--- config.mk ---
export PLATFORM = sky130hd
export DESIGN_NAME = calc_input_sequencer_flat
export DESIGN_NICKNAME = d
export VERILOG_FILES = /design/src/rtl/calc_input_sequencer_if.sv /design/src/rtl/calc_input_sequencer.sv /design/src/flat_wrapper.sv
export SDC_FILE = /design/constraint.sdc
export NUM_CORES = 1
export LEC_CHECK = 0
export ABC_AREA = 1
export CAP_MARGIN = 20
export CORE_AREA = 2 2 39 41
export CTS_CLUSTER_DIAMETER = 120
export CTS_CLUSTER_SIZE = 8
export DETAILED_ROUTE_END_ITERATION = 6
export DIE_AREA = 0 0 41 43
export PLACE_DENSITY_LB_ADDON = 0.15
export SETUP_SLACK_MARGIN = 0.4
export SYNTH_ARGS = -nofsm -noshare
export SYNTH_HDL_FRONTEND = slang
export SYNTH_SLANG_ARGS = --single-unit
--- constraint.sdc ---
create_clock -name clk -period 1.3 [get_ports clk]
set_input_delay 0.195 -clock clk [delete_from_list [all_inputs] [get_ports clk]]
set_output_delay 0.195 -clock clk [all_outputs]
set_load 0.05 [all_outputs]
--- src/rtl/calc_input_sequencer_if.sv ---
// Button inputs and control outputs of the calculator input sequencer.
// master drives the buttons and observes the controls; slave is the sequencer.
interface calc_input_sequencer_if;
  localparam int unsigned STATE_W = 3;

  logic               Enter;
  logic               Undo;
  logic               LoadOpA;
  logic               LoadOpB;
  logic               LoadOpCode;
  logic               ToDisplaySel;
  logic [STATE_W-1:0] CurrentState;

  modport master (
    output Enter, Undo,
    input  LoadOpA, LoadOpB, LoadOpCode, ToDisplaySel, CurrentState
  );

  modport slave (
    input  Enter, Undo,
    output LoadOpA, LoadOpB, LoadOpCode, ToDisplaySel, CurrentState
  );
endinterface

--- src/rtl/calc_input_sequencer.sv ---
// Turns Enter/Undo push-buttons into the A -> B -> opcode -> result entry sequence,
// producing one-cycle load strobes and the display-mux select.
module calc_input_sequencer #(
  parameter int unsigned SYNC_STAGES = 2,
  parameter int unsigned RESULT_HOLD = 0
) (
  input logic                   clk,
  input logic                   resetN,
  calc_input_sequencer_if.slave bus
);
  localparam int unsigned STATE_W = 3;
  localparam int unsigned CNT_W   = 24;
  localparam bit          HOLD_EN = (RESULT_HOLD != 0);
  localparam logic [CNT_W-1:0] HOLD_LAST =
    HOLD_EN ? CNT_W'(RESULT_HOLD - 1) : '0;

  typedef enum logic [STATE_W-1:0] {
    WAIT_A   = 3'd0,
    LOAD_A   = 3'd1,
    WAIT_B   = 3'd2,
    LOAD_B   = 3'd3,
    WAIT_OP  = 3'd4,
    LOAD_OP  = 3'd5,
    SHOW_RES = 3'd6
  } state_e;

  state_e                 state_q, state_d;
  logic [SYNC_STAGES-1:0] enter_sync_q, enter_sync_d;
  logic [SYNC_STAGES-1:0] undo_sync_q, undo_sync_d;
  logic                   enter_prev_q, enter_prev_d;
  logic                   undo_prev_q, undo_prev_d;
  logic [CNT_W-1:0]       cnt_q, cnt_d;
  logic                   load_a_q, load_a_d;
  logic                   load_b_q, load_b_d;
  logic                   load_op_q, load_op_d;
  logic                   disp_sel_q, disp_sel_d;
  logic                   enter_pulse_c, undo_pulse_c;

  // Synchronizer shift and rising-edge detection
  always_comb begin
    enter_sync_d  = {enter_sync_q[SYNC_STAGES-2:0], bus.Enter};
    undo_sync_d   = {undo_sync_q[SYNC_STAGES-2:0], bus.Undo};
    enter_prev_d  = enter_sync_q[SYNC_STAGES-1];
    undo_prev_d   = undo_sync_q[SYNC_STAGES-1];
    enter_pulse_c = enter_sync_q[SYNC_STAGES-1] & ~enter_prev_q;
    undo_pulse_c  = undo_sync_q[SYNC_STAGES-1] & ~undo_prev_q;
  end

  // Next state, timeout counter and registered Moore output decode
  always_comb begin
    state_d    = state_q;
    cnt_d      = cnt_q;
    load_a_d   = 1'b0;
    load_b_d   = 1'b0;
    load_op_d  = 1'b0;
    disp_sel_d = 1'b0;

    case (state_q)
      WAIT_A: begin
        if (enter_pulse_c) state_d = LOAD_A;
      end
      LOAD_A:  state_d = WAIT_B;
      WAIT_B: begin
        if (undo_pulse_c)       state_d = WAIT_A;
        else if (enter_pulse_c) state_d = LOAD_B;
      end
      LOAD_B:  state_d = WAIT_OP;
      WAIT_OP: begin
        if (undo_pulse_c)       state_d = WAIT_B;
        else if (enter_pulse_c) state_d = LOAD_OP;
      end
      LOAD_OP: state_d = SHOW_RES;
      SHOW_RES: begin
        if (undo_pulse_c)                      state_d = WAIT_OP;
        else if (enter_pulse_c)                state_d = LOAD_A;
        else if (HOLD_EN && cnt_q == HOLD_LAST) state_d = WAIT_A;
      end
      default: state_d = WAIT_A;
    endcase

    // Counter restarts on entry and on any pulse seen while showing the result
    if (!HOLD_EN) begin
      cnt_d = '0;
    end else if (state_q != SHOW_RES || enter_pulse_c || undo_pulse_c) begin
      cnt_d = '0;
    end else begin
      cnt_d = cnt_q + CNT_W'(1);
    end

    load_a_d   = (state_d == LOAD_A);
    load_b_d   = (state_d == LOAD_B);
    load_op_d  = (state_d == LOAD_OP);
    disp_sel_d = (state_d == SHOW_RES);
  end

  always_ff @(posedge clk or negedge resetN) begin
    if (!resetN) begin
      state_q      <= WAIT_A;
      enter_sync_q <= '0;
      undo_sync_q  <= '0;
      enter_prev_q <= 1'b0;
      undo_prev_q  <= 1'b0;
      cnt_q        <= '0;
      load_a_q     <= 1'b0;
      load_b_q     <= 1'b0;
      load_op_q    <= 1'b0;
      disp_sel_q   <= 1'b0;
    end else begin
      state_q      <= state_d;
      enter_sync_q <= enter_sync_d;
      undo_sync_q  <= undo_sync_d;
      enter_prev_q <= enter_prev_d;
      undo_prev_q  <= undo_prev_d;
      cnt_q        <= cnt_d;
      load_a_q     <= load_a_d;
      load_b_q     <= load_b_d;
      load_op_q    <= load_op_d;
      disp_sel_q   <= disp_sel_d;
    end
  end

  assign bus.LoadOpA      = load_a_q;
  assign bus.LoadOpB      = load_b_q;
  assign bus.LoadOpCode   = load_op_q;
  assign bus.ToDisplaySel = disp_sel_q;
  assign bus.CurrentState = state_q;

endmodule
--- src/flat_wrapper.sv ---
// flat-port wrapper written by rule: the top's interface ports become plain ports
module calc_input_sequencer_flat 
#(
  parameter int unsigned SYNC_STAGES = 2,
  parameter int unsigned RESULT_HOLD = 0
)
  (clk, resetN, bus_Enter, bus_Undo, bus_LoadOpA, bus_LoadOpB, bus_LoadOpCode, bus_ToDisplaySel, bus_CurrentState);
  calc_input_sequencer_if bus_i ();
  input logic clk;
  input logic resetN;
  input wire logic [$bits(bus_i.Enter)-1:0] bus_Enter;
  input wire logic [$bits(bus_i.Undo)-1:0] bus_Undo;
  output wire logic [$bits(bus_i.LoadOpA)-1:0] bus_LoadOpA;
  output wire logic [$bits(bus_i.LoadOpB)-1:0] bus_LoadOpB;
  output wire logic [$bits(bus_i.LoadOpCode)-1:0] bus_LoadOpCode;
  output wire logic [$bits(bus_i.ToDisplaySel)-1:0] bus_ToDisplaySel;
  output wire logic [$bits(bus_i.CurrentState)-1:0] bus_CurrentState;
  assign bus_i.Enter = bus_Enter;
  assign bus_i.Undo = bus_Undo;
  assign bus_LoadOpA = bus_i.LoadOpA;
  assign bus_LoadOpB = bus_i.LoadOpB;
  assign bus_LoadOpCode = bus_i.LoadOpCode;
  assign bus_ToDisplaySel = bus_i.ToDisplaySel;
  assign bus_CurrentState = bus_i.CurrentState;
  calc_input_sequencer #(.SYNC_STAGES(SYNC_STAGES), .RESULT_HOLD(RESULT_HOLD)) u_core (.clk(clk), .resetN(resetN), .bus(bus_i));
endmodule
* Yosys cells after proc, flatten, opt, wreduce, memory -nomap -nowiden
Index checks and enable logic that the tools add are counted.
** Word-level totals
- Memory bits (read-only) :: 0
- Input bits :: 4
- Latch bits :: 0
- Logic and storage cells :: 31
- Output and inout bits :: 7
- Flip-flop bits (word level) :: 13
- Memory bits (writable) :: 0
- Memories :: 0
** Cells by class
- Equal/unequal tests :: 10
- Mux-type cells :: 7
- $mul :: 0
- Add/sub/neg operators :: 0
- Reduce and logical (&&, ||, !) cells :: 1
- Div/mod/pow operators :: 0
- Bitwise operators :: 4
- Shifts and indexed selects :: 0
- Magnitude comparators :: 0
** Operators with widths (number)
- one-hot mux 3 bit (7 select lines) :: 1
- 2-to-1 mux 3 bit :: 6
- == test 3 bit (second input constant) :: 5
- == test 3 x 2 -> 1 bit (second input constant) :: 3
- == test 3 x 1 -> 1 bit (second input constant) :: 2
- logical NOT 3 bit :: 1
- AND 1 bit :: 2
- inverter 1 bit :: 2

* Longest topological paths before layout
Gate-level depths: netlist of run 1.
- Depth after elaboration :: 6
- Mapped depth :: 8
- Depth with buffers taken out :: 8

* Worst setup path before layout of run 1
Ideal clock, no wire load.
- Path kind :: reg2reg
- From :: register u_core.state_q[1] (netlist: u_core.bus.CurrentState[1])
- To :: register u_core.load_a_q (netlist: u_core.bus.LoadOpA)
- Arrival time :: 1.191 ns
- Clock period less this slack :: 1.308 ns
- Data required time :: 1.183 ns
- Path slack :: -0.008 ns
- Stages on the path, launching flop included :: 8
- Path buffers :: 0
- Setup time :: 0.117 ns
- Cells stage by stage :: dfrtp_1 -> inv_2 -> nor2_1 -> nand2_1 -> nand2_1 -> nand2_1 -> nand3_1 -> nor2_1
** On the way
- Cells in the longest elaborated chain, start to end :: 4
- Elaborated cells between the ends (all ways) :: 15
- Those cells by class :: eq/ne: 7; mux: 7; reduce/logical: 1
** Ends and longest elaborated chain
- start: declaration :: RTL line calc_input_sequencer.sv:27 : state_e state_q, state_d;
- start signal: assignment :: RTL line calc_input_sequencer.sv:109 : state_q <= state_d;
- 2-to-1 mux 3 bit (on tied branches)
- 2-to-1 mux 3 bit (on tied branches) :: RTL line calc_input_sequencer.sv:74, calc_input_sequencer.sv:64, calc_input_sequencer.sv:69
- one-hot mux 3 bit (7 select lines) * :: RTL line calc_input_sequencer.sv:58 : case (state_q)
- == test 3 x 1 -> 1 bit * :: RTL line calc_input_sequencer.sv:90 : load_a_d = (state_d == LOAD_A);
- named net u_core.load_a_d :: RTL line calc_input_sequencer.sv:33 : logic load_a_q, load_a_d;
- end signal: assignment :: RTL line calc_input_sequencer.sv:115 : load_a_q <= load_a_d;
- end: declaration :: RTL line calc_input_sequencer.sv:33
Mark *: on every way through the listed nets, which the timed path passes. The rest lies on a longest branch.

* Worst setup path after layout of run 1
- From :: register u_core.state_q[1] (netlist: u_core.bus.CurrentState[1])
- To :: output bus_CurrentState[1]
** RTL lines
- end: declaration :: RTL line flat_wrapper.sv:17 : output wire logic [$bits(bus_i.CurrentState)-1:0] bus_CurrentState;
No word-level cell between the ends.

==> results.rst, run 1 <==
.. list-table::
   :header-rows: 1

   * - Metric
     - Value
   * - Status
     - finished, final reports clean
   * - Static Leak
     - 0.000400 uW
   * - Starting utilization of the core area
     - 37.4%
   * - Transition time at the pin with the least slew margin
     - 200 ps
   * - Worst voltage drop across the vdd grid
     - 0.000998 V
   * - Power Total
     - 1640 uW
   * - F_max
     - 0.877 GHz
   * - Arrival time reported for the critical path endpoint
     - 950 ps
   * - Kind of capture point of the worst setup path
     - output port
   * - Antenna Diode Count
     - 0
   * - Sequential-to-total area share from yosys stat
     - 62.8%
   * - Dominant combinational cell family by area after synthesis
     - simple AND/OR/NAND/NOR gates
   * - Number of nets in the finished design
     - 81
   * - Synth-to-Final Area Change
     - 64.5%
   * - Fraction of synthesized cell area in xor and xnor cells
     - 0%
   * - Syn_nets
     - 58
   * - Synthesis warning total
     - 0
   * - Max Cap Violations
     - 0
   * - Drt first pass iters
     - 3
   * - Post-route minimum period
     - 1140 ps
   * - Max Transition Viols Final
     - 0
   * - I/O pins
     - 11
   * - Post-Route WL
     - 1.11 mm
   * - Worst setup SP type
     - register
   * - Crit. Startpoint
     - u_core.bus.CurrentState[1]$_DFF_PN0_
   * - Multiplexer fraction of the synthesized cell area
     - 0%
   * - RSZ-0062 raised after global routing
     - true
   * - Via count of the first global-routing pass
     - 425
   * - Num rows
     - 14
   * - Per-cell routed wire length
     - 12.0 um
   * - Pwr/cell area
     - 1920 nW/um2
   * - Total GRT Usage
     - 16.0%
   * - Syn_area_per_cell
     - 9.59 um2
   * - Worst setup path category
     - reg -> out
   * - Dpl ws
     - 247 ps
   * - Largest fanout on the critical path
     - 7
   * - Width of the chip
     - 41 um
   * - Register area
     - 329 um2
   * - Wire length of the first global-routing pass
     - 1.84 mm
   * - Number of buffers between clock root and the deepest sink
     - 2
   * - Drt drc
     - 0
   * - Crit Reg-Reg Startpoint
     - u_core.bus.CurrentState[1]$_DFF_PN0_
   * - Sum Neg Setup Slack
     - 0 ps
   * - Worst relative slew slack
     - 86.7%
   * - Fraction of the mapped netlist area in compound gates
     - 2.90%
   * - TritonCTS buffer count
     - 3
   * - Number of distinct library cells after synthesis
     - 12
   * - Weighted congestion at the end of routability-driven global placement
     - 0.812
   * - Pin count of the biggest net entering global routing
     - 14
   * - Area taken by multi-input logic gates
     - 209 um2
   * - Clock tree from TritonCTS
     - done
   * - Crit path max-delay family
     - flip-flops
   * - Longest individual stage delay on the worst path
     - 490 ps
   * - Final cycle utilization of the critical path
     - 87.7%
   * - Standard cell with the maximum stage delay on the critical path
     - sky130_fd_sc_hd__dfrtp_2
   * - Most frequent standard cell in the layout excluding fill and tap cells
     - sky130_fd_sc_hd__nand2_1
   * - Final hold viol count
     - 0
   * - Clk_skew
     - 2.42 ps
   * - Initial antenna violation count
     - 0
   * - Post-synthesis share of cell area spent on full adders, half adders and majority gates
     - 0%
   * - Number of instances in the synthesized netlist
     - 54
   * - # port buffers
     - 10
   * - Total overflow reported by the global router
     - 0
   * - Height of the chip
     - 43 um
   * - Worst-skew pair later-pin latency
     - 270 ps
   * - Buffer cell driving the clock tree root
     - sky130_fd_sc_hd__clkbuf_4
   * - Critical path, cell by cell
     - buf_12
   * - Final setup margin
     - 159 ps
   * - Worst Path Buf+Inv
     - 1
   * - Critical Path RT
     - 1110 ps
   * - Iteration-0 DRC Markers
     - 7
   * - Setup-violating endpoint count in the final report
     - 0
   * - Max H-tree Level
     - 1
   * - Flop and latch count out of synthesis
     - 13
   * - FILL cells
     - 110
   * - Post-Syn Area
     - 518 um2
   * - Routed via count
     - 433
   * - Final Core Density
     - 61.6%
   * - Area enclosed by the die boundary
     - 1760 um2
   * - Vias per cell
     - 4.71
   * - Setup slack of the worst register-to-register path
     - 210 ps
   * - Post-cts hold buffer count
     - 0
   * - Placeable Area
     - 1380 um2
   * - Hold Crit Class
     - in -> async
   * - Post-synthesis share of cell area spent on and, or, nand and nor gates
     - 30.0%
   * - Antenna Violating Nets Remaining
     - 0
   * - Most used cells in the layout excluding fill and tap cells
     - sky130_fd_sc_hd__nand2_1, sky130_fd_sc_hd__dfrtp_1, sky130_fd_sc_hd__buf_12
   * - Sum of net half-perimeters after detailed placement
     - 697 um
   * - Clock-pin slew of the registers on the worst-case setup and hold paths
     - 80 ps
   * - Count of clock tree sinks
     - 13
   * - Share of final-layout standard cells stronger than drive strength 1
     - 51.3%
-- logic make-up (layout without fill, tap and decap cells) --
| logic type | count (synthesis) | in the layout |
|---|---|---|
| AND/OR/NAND/NOR | 32 | 32 |
| flip-flops | 13 | 13 |
| AO/OA/AOI/OAI | 3 | 3 |
| buffers and inverters | 6 | 28 |
-- cell usage after synthesis --
cell | number | area share, %
sky130_fd_sc_hd__nor2_4 | 1 | 2.2
sky130_fd_sc_hd__inv_2 | 2 | 1.4
sky130_fd_sc_hd__o21ai_0 | 1 | 0.97
sky130_fd_sc_hd__nor2_2 | 1 | 1.2
sky130_fd_sc_hd__nand2_1 | 12 | 8.7
sky130_fd_sc_hd__inv_1 | 4 | 2.9
sky130_fd_sc_hd__nor2_1 | 7 | 5.1
sky130_fd_sc_hd__a21oi_1 | 2 | 1.9
sky130_fd_sc_hd__nand2_2 | 3 | 3.6
sky130_fd_sc_hd__dfrtp_1 | 13 | 63
sky130_fd_sc_hd__nand3_1 | 7 | 6.8
sky130_fd_sc_hd__nand4_2 | 1 | 2.4
-- layer usage --
| metal | GRT usage, % | share of wire (%) | up-vias |
|---|---|---|---|
| li1 | - | - | 213 |
| met1 | 19.6 | 41 | 209 |
| met2 | 24.1 | 55 | 9 |
| met3 | 5.24 | 4.2 | 2 |
| met4 | 8.00 | 0.36 | 0 |
| met5 | 0 | 0 | - |
-- cell type report --
class,count,share of cell area (%)
clock buffer,3,2.64
multi-input combinational,35,24.5
sequential,13,38.6
timing repair buffer,18,28.3
tap,16,2.35
clock inverter,1,0.587
inverter,6,2.94
-- where the power goes --
group	internal, uW	switching (uW)
logic	385	424
clock network	114	137
registers	469	107
total	968	668
-- state kept, by name (all words and copies together), names as in the netlist --
register                 count
u_core.enter_sync_q          2
u_core.undo_sync_q           2
u_core.enter_prev_q          1
u_core.undo_prev_q           1
u_core.bus.LoadOpCode        1
u_core.bus.ToDisplaySel      1
u_core.bus.LoadOpB           1
u_core.bus.CurrentState      3
u_core.bus.LoadOpA           1
-- through the flow --
| stage | cells | hold slack, ps | cell area, um2 |
|---|---|---|---|
| floorplan | 54 | -101 | 522 |
| global placement | 81 | 333 | 719 |
| detailed placement | 81 | 346 | 719 |
| CTS | 88 | 216 | 788 |
| global route | 92 | 228 | 852 |
| finish | 92 | 216 | 852 |
-- worst paths after layout --
check / end / cells past startpoint
max: bus_CurrentState[1] / 1
max reg2reg: u_core.bus.LoadOpA$_DFF_PN0_ / 5
min: u_core.bus.LoadOpCode$_DFF_PN0_ / 2
min in group clk: u_core.undo_sync_q[0]$_DFF_PN0_ / 1
max in group asynchronous: u_core.bus.CurrentState[2]$_DFF_PN0_ / 2
min reg2reg: u_core.undo_sync_q[1]$_DFF_PN0_ / 0
-- repair_timing --
action / 4_1_cts / 5_1_grt
hold endpoints to repair: 0 / 0
resized for setup: 5 / 12
buffers inserted: 3 / 4
pin swaps: 3 / 6
endpoints found under the setup margin: 14 / 14
No activity file was read; power rests on OpenSTA's default activity.
==> inputs of run 2 (changes only) <==
--- a/config.mk
+++ b/config.mk
@@ -12,6 +12,7 @@
 export CTS_CLUSTER_SIZE = 8
 export DETAILED_ROUTE_END_ITERATION = 6
 export DIE_AREA = 0 0 41 43
+export GPL_TIMING_DRIVEN = 0
 export PLACE_DENSITY_LB_ADDON = 0.15
 export SETUP_SLACK_MARGIN = 0.4
 export SYNTH_ARGS = -nofsm -noshare
==> run 2 against run 1 <==
  * Critical path depth unchanged
  * Largest power group unchanged
  * Routed wire length down 8.9%
  * Via count up 1.8%
  * Register-to-register slack better by 20 ps
  * Die area unchanged
  * Final area down 0.73%
==> results.rst, run 2 (synthesized netlist as in run 1, its figures left out) <==
.. list-table::
   :header-rows: 1

   * - Metric
     - Value
   * - Drt first pass iters
     - 2 (was 3)
   * - Standard cell with the maximum stage delay on the critical path
     - sky130_fd_sc_hd__dfrtp_2 (unchanged)
   * - Worst-skew pair later-pin latency
     - 280 ps (was 270 ps)
   * - Total GRT Usage
     - 13.9% (was 16.0%)
   * - Worst voltage drop across the vdd grid
     - 0.000920 V (was 0.000998 V)
   * - Static Leak
     - 0.000399 uW (was 0.000400 uW)
   * - Width of the chip
     - 41 um (unchanged)
   * - Arrival time reported for the critical path endpoint
     - 920 ps (was 950 ps)
   * - Per-cell routed wire length
     - 10.7 um (was 12.0 um)
   * - FILL cells
     - 125 (was 110)
   * - Area enclosed by the die boundary
     - 1760 um2 (unchanged)
   * - Post-route minimum period
     - 1110 ps (was 1140 ps)
   * - Sum Neg Setup Slack
     - 0 ps (unchanged)
   * - Share of final-layout standard cells stronger than drive strength 1
     - 57.7% (was 51.3%)
   * - Longest individual stage delay on the worst path
     - 460 ps (was 490 ps)
   * - Final Core Density
     - 61.1% (was 61.6%)
   * - Max H-tree Level
     - 1 (unchanged)
   * - Antenna Diode Count
     - 0 (unchanged)
   * - Placeable Area
     - 1380 um2 (unchanged)
   * - Worst setup SP type
     - register (unchanged)
   * - F_max
     - 0.899 GHz (was 0.877 GHz)
   * - Clock-pin slew of the registers on the worst-case setup and hold paths
     - 80 ps (about the same)
   * - Setup-violating endpoint count in the final report
     - 0 (unchanged)
   * - Crit path max-delay family
     - flip-flops (unchanged)
   * - Max Cap Violations
     - 0 (unchanged)
   * - RSZ-0062 raised after global routing
     - true (unchanged)
   * - Pin count of the biggest net entering global routing
     - 14 (unchanged)
   * - Most used cells in the layout excluding fill and tap cells
     - sky130_fd_sc_hd__nand2_1, sky130_fd_sc_hd__dfrtp_1, sky130_fd_sc_hd__buf_6 (was sky130_fd_sc_hd__nand2_1, sky130_fd_sc_hd__dfrtp_1, sky130_fd_sc_hd__buf_12)
   * - Worst setup path category
     - reg -> out (unchanged)
   * - Post-cts hold buffer count
     - 0 (unchanged)
   * - Buffer cell driving the clock tree root
     - sky130_fd_sc_hd__clkbuf_4 (unchanged)
   * - Critical path, cell by cell
     - buf_6 (was buf_12)
   * - End of the worst register-to-register path
     - u_core.bus.LoadOpA$_DFF_PN0_ (unchanged)
   * - Number of buffers between clock root and the deepest sink
     - 2 (unchanged)
   * - I/O pins
     - 11 (unchanged)
   * - Iteration-0 DRC Markers
     - 5 (was 7)
   * - Clk_skew
     - 1.01 ps (was 2.42 ps)
   * - # port buffers
     - 10 (unchanged)
   * - Setup slack of the worst register-to-register path
     - 230 ps (was 210 ps)
   * - Max FFs per register
     - 3 (unchanged)
   * - TritonCTS buffer count
     - 3 (unchanged)
   * - Routed via count
     - 441 (was 433)
   * - Final cycle utilization of the critical path
     - 85.5% (was 87.7%)
   * - Height of the chip
     - 43 um (unchanged)
   * - Critical Path RT
     - 1110 ps (about the same)
   * - Wire length of the first global-routing pass
     - 1.60 mm (was 1.84 mm)
   * - Antenna Violating Nets Remaining
     - 0 (unchanged)
   * - Crit Reg-Reg Startpoint
     - u_core.bus.CurrentState[1]$_DFF_PN0_ (unchanged)
   * - Starting utilization of the core area
     - 37.4% (unchanged)
   * - Drt drc
     - 0 (unchanged)
   * - Final setup margin
     - 188 ps (was 159 ps)
   * - Vias per cell
     - 4.69 (was 4.71)
   * - Worst Path Buf+Inv
     - 1 (unchanged)
   * - Largest fanout on the critical path
     - 5 (was 7)
   * - Hold_ws
     - 264 ps (was 216 ps)
   * - Pwr/cell area
     - 1890 nW/um2 (was 1920 nW/um2)
   * - Initial antenna violation count
     - 0 (unchanged)
   * - Max Transition Viols Final
     - 0 (unchanged)
   * - Hold Crit Class
     - in -> async (unchanged)
   * - Post-Route WL
     - 1.01 mm (was 1.11 mm)
   * - Kind of capture point of the worst setup path
     - output port (unchanged)
   * - Sum of net half-perimeters after detailed placement
     - 630 um (was 697 um)
   * - Clock tree from TritonCTS
     - done (unchanged)
   * - Status
     - finished, final reports clean (unchanged)
   * - Weighted congestion at the end of routability-driven global placement
     - 0.799 (was 0.812)
   * - Dpl ws
     - -123 ps (was 247 ps)
   * - Via count of the first global-routing pass
     - 378 (was 425)
   * - Worst relative slew slack
     - 63.4% (was 86.7%)
   * - Count of clock tree sinks
     - 13 (unchanged)
   * - Synth-to-Final Area Change
     - 63.3% (was 64.5%)
   * - Num rows
     - 14 (unchanged)
   * - Depth of the worst register-to-register path
     - 5 (unchanged)
   * - Final hold viol count
     - 0 (unchanged)
   * - Number of nets in the finished design
     - 83 (was 81)
   * - Total overflow reported by the global router
     - 0 (unchanged)
   * - Transition time at the pin with the least slew margin
     - 547 ps (was 200 ps)
==> run 2: cell type report <==
| cell class | count | area, um2 | area share [%] |
|---|---|---|---|
| sequential | 13 | 329 | 38.9 |
| multi-input combinational | 35 | 240 | 28.4 |
| clock buffer | 3 | 22.5 | 2.66 |
| timing repair buffer | 20 | 204 | 24.1 |
| inverter | 6 | 25.0 | 2.96 |
| tap | 16 | 20.0 | 2.37 |
| clock inverter | 1 | 5.00 | 0.592 |
==> run 2: power breakdown <==
part	switching [uW]	internal, uW	total, uW
clock	138	114	252
sequential	79.6	469	548
combinational	460	338	798
total	678	921	1600
==> run 2: metrics by stage <==
stage,total power (uW),cells,area (um2)
after floorplan,904,54,522
after global placement,1070,80,642
after detailed placement,1070,80,642
after CTS,1450,89,754
after global routing,1690,94,846
final,1600,94,846
==> run 2: worst max-delay path by stage <==
| stage | from | endpoint | slack (ps) | cells after the start |
|---|---|---|---|---|
| floorplan | u_core.bus.CurrentState[1]$_DFF_PN0_ | u_core.bus.LoadOpA$_DFF_PN0_ | 190 | 7 |
| global placement | u_core.bus.CurrentState[1]$_DFF_PN0_ | bus_CurrentState[1] | -130 | 1 |
| detailed placement | u_core.bus.CurrentState[1]$_DFF_PN0_ | bus_CurrentState[1] | -120 | 1 |
| CTS | u_core.bus.CurrentState[0]$_DFF_PN0_ | bus_CurrentState[0] | 200 | 1 |
| global route | u_core.bus.CurrentState[1]$_DFF_PN0_ | bus_CurrentState[1] | 160 | 1 |
| finish | u_core.bus.CurrentState[1]$_DFF_PN0_ | bus_CurrentState[1] | 190 | 1 |
==> run 2: worst register-to-register path: stages, from the launching register on <==
cell,delay [ps]
sky130_fd_sc_hd__dfrtp_2,460
sky130_fd_sc_hd__buf_4,170
sky130_fd_sc_hd__nor2_4,90
sky130_fd_sc_hd__nand3_2,100
sky130_fd_sc_hd__nand4_4,100
sky130_fd_sc_hd__nor2_1,50
==> run 2: repair_timing <==
| item | CTS | global route |
|---|---|---|
| gates resized for setup | 58 | 14 |
| pin swaps | 7 | 9 |
| endpoints found under the setup margin | 12 | 14 |
| buffers inserted | 5 | 5 |
==> run 2: layer usage <==
layer / GRT usage [%] / vias to the layer above / share of wire, %
met1: 16.6 / 208 / 43
met5: 0 / - / 0
met2: 20.0 / 13 / 49
met4: 8.00 / 0 / 0.89
li1: - / 218 / -
met3: 6.28 / 2 / 6.5
